## config.mk

```make
export PLATFORM = sky130hd
export DESIGN_NAME = sipo_deserializer
export DESIGN_NICKNAME = d
export VERILOG_FILES = /design/src/rtl/sipo_pkg.sv /design/src/rtl/sipo_shift_core.sv /design/src/rtl/sipo_deserializer.sv
export SDC_FILE = /design/constraint.sdc
export NUM_CORES = 1
export LEC_CHECK = 0
export BUFFER_PORTS_ARGS = -buffer_cell sky130_fd_sc_hd__buf_2
export CAP_MARGIN = 20
export CORE_MARGIN = 2
export CORE_UTILIZATION = 49
export DETAILED_ROUTE_END_ITERATION = 10
export PLACE_DENSITY = 0.82
export SYNTH_ARGS = -nofsm -noshare
export SYNTH_HDL_FRONTEND = slang
export SYNTH_HIERARCHICAL = 1
export SYNTH_SLANG_ARGS = --single-unit
```

## constraint.sdc

```tcl
create_clock -name clk -period 1.7 [get_ports clk]
set_clock_uncertainty 0.1 [all_clocks]
set_input_delay 0.085 -clock clk [delete_from_list [all_inputs] [get_ports clk]]
set_output_delay 0.085 -clock clk [all_outputs]
set_load 0.02 [all_outputs]
```

## src/rtl/sipo_pkg.sv

```systemverilog
// Shared constants and helpers for the serial-in/parallel-out deserializer.
package sipo_pkg;

   localparam int DEFAULT_WIDTH = 8;

   // Bit-order selectors for the MSB_FIRST parameter.
   localparam bit LSB_FIRST = 1'b0;
   localparam bit MSB_FIRST = 1'b1;

   function automatic int cnt_width(input int width);
      int w;
      w = $clog2(width);
      return (w < 1) ? 1 : w;
   endfunction

endpackage

```

## src/rtl/sipo_shift_core.sv

```systemverilog
// Shift register and bit counter; strobes complete_o on the bit that fills a word
// and presents the post-shift contents on word_o in that same cycle.
module sipo_shift_core
   import sipo_pkg::*;
#(
   parameter int WIDTH     = DEFAULT_WIDTH,
   parameter bit MSB_FIRST = LSB_FIRST
) (
   input  logic                        clk,
   input  logic                        reset,
   input  logic                        flush_i,
   input  logic                        d_i,
   input  logic                        d_valid_i,
   output logic [WIDTH-1:0]            q_o,
   output logic [cnt_width(WIDTH)-1:0] cnt_o,
   output logic                        complete_o,
   output logic [WIDTH-1:0]            word_o
);

   localparam int            CW   = cnt_width(WIDTH);
   localparam logic [CW-1:0] LAST = CW'(WIDTH - 1);

   logic [WIDTH-1:0] sr_q, sr_d, shifted;
   logic [CW-1:0]    cnt_q, cnt_d;

   always_comb begin
      if (MSB_FIRST) shifted = {sr_q[WIDTH-2:0], d_i};
      else           shifted = {d_i, sr_q[WIDTH-1:1]};
   end

   // Flush outranks an incoming bit: the bit is dropped with the partial word.
   always_comb begin
      sr_d       = sr_q;
      cnt_d      = cnt_q;
      complete_o = 1'b0;
      if (flush_i) begin
         sr_d  = '0;
         cnt_d = '0;
      end else if (d_valid_i) begin
         sr_d       = shifted;
         complete_o = (cnt_q == LAST);
         cnt_d      = complete_o ? '0 : cnt_q + CW'(1);
      end
   end

   always_ff @(posedge clk) begin
      if (reset) begin
         sr_q  <= '0;
         cnt_q <= '0;
      end else begin
         sr_q  <= sr_d;
         cnt_q <= cnt_d;
      end
   end

   assign q_o    = sr_q;
   assign cnt_o  = cnt_q;
   assign word_o = shifted;

endmodule

```

## src/rtl/sipo_deserializer.sv

```systemverilog
// Deserializer top: assembles words in the shift core and hands them downstream
// through a one-deep valid/ready holding register with sticky overrun.
module sipo_deserializer
   import sipo_pkg::*;
#(
   parameter int WIDTH     = DEFAULT_WIDTH,
   parameter bit MSB_FIRST = LSB_FIRST
) (
   input  logic                        clk,
   input  logic                        reset,
   input  logic                        d,
   input  logic                        d_valid,
   input  logic                        flush,
   output logic [WIDTH-1:0]            q,
   output logic [cnt_width(WIDTH)-1:0] bit_cnt,
   output logic [WIDTH-1:0]            word,
   output logic                        word_valid,
   input  logic                        word_ready,
   output logic                        overrun
);

   logic             complete;
   logic [WIDTH-1:0] new_word;
   logic [WIDTH-1:0] word_q, word_d;
   logic             word_valid_q, word_valid_d;
   logic             overrun_q, overrun_d;
   logic             accept;

   sipo_shift_core #(
      .WIDTH     (WIDTH),
      .MSB_FIRST (MSB_FIRST)
   ) u_core (
      .clk        (clk),
      .reset      (reset),
      .flush_i    (flush),
      .d_i        (d),
      .d_valid_i  (d_valid),
      .q_o        (q),
      .cnt_o      (bit_cnt),
      .complete_o (complete),
      .word_o     (new_word)
   );

   assign accept = word_valid_q & word_ready;

   // A word completing while the held one is being consumed replaces it with no bubble.
   always_comb begin
      word_d       = word_q;
      word_valid_d = word_valid_q;
      overrun_d    = overrun_q;
      if (complete) begin
         if (!word_valid_q || word_ready) begin
            word_d       = new_word;
            word_valid_d = 1'b1;
         end else begin
            overrun_d = 1'b1;
         end
      end else if (accept) begin
         word_valid_d = 1'b0;
      end
      if (flush) overrun_d = 1'b0;
   end

   always_ff @(posedge clk) begin
      if (reset) begin
         word_q       <= '0;
         word_valid_q <= 1'b0;
         overrun_q    <= 1'b0;
      end else begin
         word_q       <= word_d;
         word_valid_q <= word_valid_d;
         overrun_q    <= overrun_d;
      end
   end

   assign word       = word_q;
   assign word_valid = word_valid_q;
   assign overrun    = overrun_q;

endmodule

```

==> flow_summary_export.csv <==
group,metric,value,unit
route,routed_wl,1510,um
floorplanning,num_io_pins,27,
route,via_count,621,
synthesis,synth_top_cell_area_share,45.4,%
setup_path,path_cells,"ha_1 > ha_1 > nand2_1 > nor2_1 > nor2b_4 > buf_12 > mux2i_1",
grt,antenna_found_initial,0,
timing,fin_crit_sh,93.5,%
grt,grt-ovfl-total,0,
floorplanning,dieArea,0.00225,sq mm
pwr,leakage,0.489,nW
route,dr.first_iter.drc_count,7,
synthesis,synthSimpleGateAreaFrac,21.8,%
final_layout,diodes,0,
floorplanning,fp.dieW,47.5,um
clocking,cts_htree_levels,1,
place,place_ws,0.0797,ns
floorplanning,core-area,0.00175,sq mm
timing,hold_violations,0,
setup_path,required,1.83,ns
synthesis,synth-compound-area-share,1.08,%
synthesis,synth_xor_xnor_area_share,0,%
route,antenna_left,0,
setup_path,crit_fanout,8,
synthesis,syn_area,926,sq um
synthesis,synth_area_per_cell,10.2,sq um
synthesis,yosys_warnings,6,
clocking,ctsRootBufferMaster,"clkbuf_4",
place,gp_congestion,0.699,
synthesis,synth_nets,99,
synthesis,syn_inst,91,
setup_path,worstPathArrival,1.71,ns
setup_path,path_class,"register to register",
synthesis,synth-seq-area-share,45.4,%
route,routedWlPerCell,10.8,um
timing,drv_slew,0,
synthesis,synthMuxAreaShare,19.5,%
synthesis,synth_top_family_by_area,"simple AND/OR/NAND/NOR gates",
flow_run,maxCapViolations,0,
clocking,cts_tree,"done",
setup_path,slowest_stage,"dfxtp_1",
outcome,status,"finished clean",
grt,grtUsageTotal,16.1,%
setup_path,cp-end-kind,"register",
timing,fin_setup_tns,0,ns
route,remaining_drc_errors,0,
synthesis,ys_seq_elements,21,
grt,grt_pass1_wl,2500,um
floorplanning,num_rows,15,
setup_path,slowest_delay,0.37,ns
clocking,clk_latency,0.29,ns
route,drt_pass1_iterations,3,
place,dpl_cell_area,0.00103,sq mm
timing,tightest_slew,0.364,ns
synthesis,yosysTopAreaCell,"dfxtp_1",
final_layout,finalInstanceArea,0.00109,sq mm
floorplanning,die_y,47.5,um
timing,period_minus_slack,1.59,ns
setup_path,crit_path_start_kind,"register",
final_layout,final_common_cell,"buf_2",
pwr,powerDensity,715,mW/mm^2
route,viasPerCell,4.47,
clocking,cts.sinks,21,
final_layout,area_growth_syn_to_layout,17.6,%
final_layout,drive_above_1_share,29.8,%
grt,grt_pass1_vias,580,
clocking,clockBufferDepth,2,
timing,setup_viol,0,
timing,worst_slack,0.110,ns
worst_hold_path,hold_class,"input port to register",
timing,fmax,629,MHz
grt,grt_max_degree,20,
clocking,cts-buffers-inserted,3,
timing,slew_headroom,75.7,%
synthesis,synthDistinctLibCells,15,
synthesis,synthTopCellsByArea,"dfxtp_1, mux2i_1, nand2b_1, buf_4, nor2_1",
clocking,clkTransAtPathRegs,0.11,ns
floorplanning,start_util,53.0,%
final_layout,mostFrequentLayoutCells,"buf_2, dfxtp_1, mux2i_1",
timing,rsz0062_at_grt,"false",
place,io_buffers,26,
place,hpwl,1070,um
final_layout,nets,123,
timing,timing.hold.ws,0.00831,ns
setup_path,crit_path_frequent_cell,"ha_1",
pwr,ir_worst_vdd,0.466,mV
final_layout,fillCellCount,161,
synthesis,synthAdderAreaFrac,2.70,%
where the power goes:
group | switching [mW] | internal, mW | total (mW)
Clock | 0.139 | 0.0913 | 0.230
Sequential | 0.00220 | 0.494 | 0.497
Combinational | 0.0249 | 0.0259 | 0.0508
Total | 0.166 | 0.612 | 0.778
critical path, delay by kind of cell (launching register included):
| family | cells | cell delay (ns) |
|---|---|---|
| adders and majority gates | 2 | 0.31 |
| buffers and inverters | 1 | 0.14 |
| DFF | 1 | 0.37 |
| muxes | 1 | 0.20 |
| and+or+nand+nor | 3 | 0.40 |
sequential cells by signal (all words and copies together), names as in the netlist:
register	cells
u_core/q_o	8
word	8
u_core/cnt_o	3
overrun	1
word_valid	1
per-layer routing:
layer  up-vias  share of wire (%)  GRT usage (%)
met3         2                4.7           2.26
met1       272                 48           21.0
met4         0               0.80           10.0
met2        14                 47           25.1
li1        333                  -              -
met5         -                  0              0
repair_timing:
action / 4_1_cts / 5_1_grt
hold endpoints to repair: 4 / 0
setup buffers: 0 / 0
endpoints found under the setup margin: 0 / 8
hold buffers: 3 / 0
resized for setup: 0 / 2
through the flow:
step	utilization (%)	cells	power [mW]
finish	62.4	139	0.778
global route	62.4	139	0.813
CTS	62.0	139	0.793
detailed placement	58.8	132	0.553
global placement	58.8	132	0.552
floorplan	-	91	0.542
area by class of cell:
| class | count | area, sq um | area share [%] |
|---|---|---|---|
| clock buffers | 4 | 26.3 | 2.41 |
| repair buffers | 31 | 188 | 17.2 |
| flip-flops and latches | 21 | 422 | 38.7 |
| multi-input cells | 58 | 422 | 38.7 |
| well taps | 25 | 31.3 | 2.87 |
synthesized netlist by cell type:
library cell / instances
a21oi_1: 2
buf_2: 2
buf_4: 9
buf_6: 1
dfxtp_1: 21
ha_1: 2
mux2i_1: 18
nand2_1: 1
nand2b_1: 17
nor2_1: 13
nor2b_2: 1
nor2b_4: 1
nor3_1: 1
or2_1: 1
or3b_1: 1
logic make-up (layout without fill, tap and decap cells):
group,count (synthesis),count (layout)
multiplexers,18,18
adder cells (fa/ha/maj),2,2
AO/OA/AOI/OAI,2,2
AND/OR/NAND/NOR,36,36
buffers and inverters,12,35
flip-flops,21,21
worst paths after layout:
kind | startpoint | end | slack, ns | cells after the start
hold reg to reg | word[6]$_SDFFE_PP0P_ | word[6]$_SDFFE_PP0P_ | 0.38 | 2
setup / recovery | u_core/cnt_o[1]$_SDFFE_PP0P_ | word[3]$_SDFFE_PP0P_ | 0.11 | 7
setup reg to reg | u_core/cnt_o[1]$_SDFFE_PP0P_ | word[3]$_SDFFE_PP0P_ | 0.11 | 7
hold / removal | reset | word_valid$_SDFFE_PP0P_ | 0.008 | 2
Power figures use the tool's default switching activity.
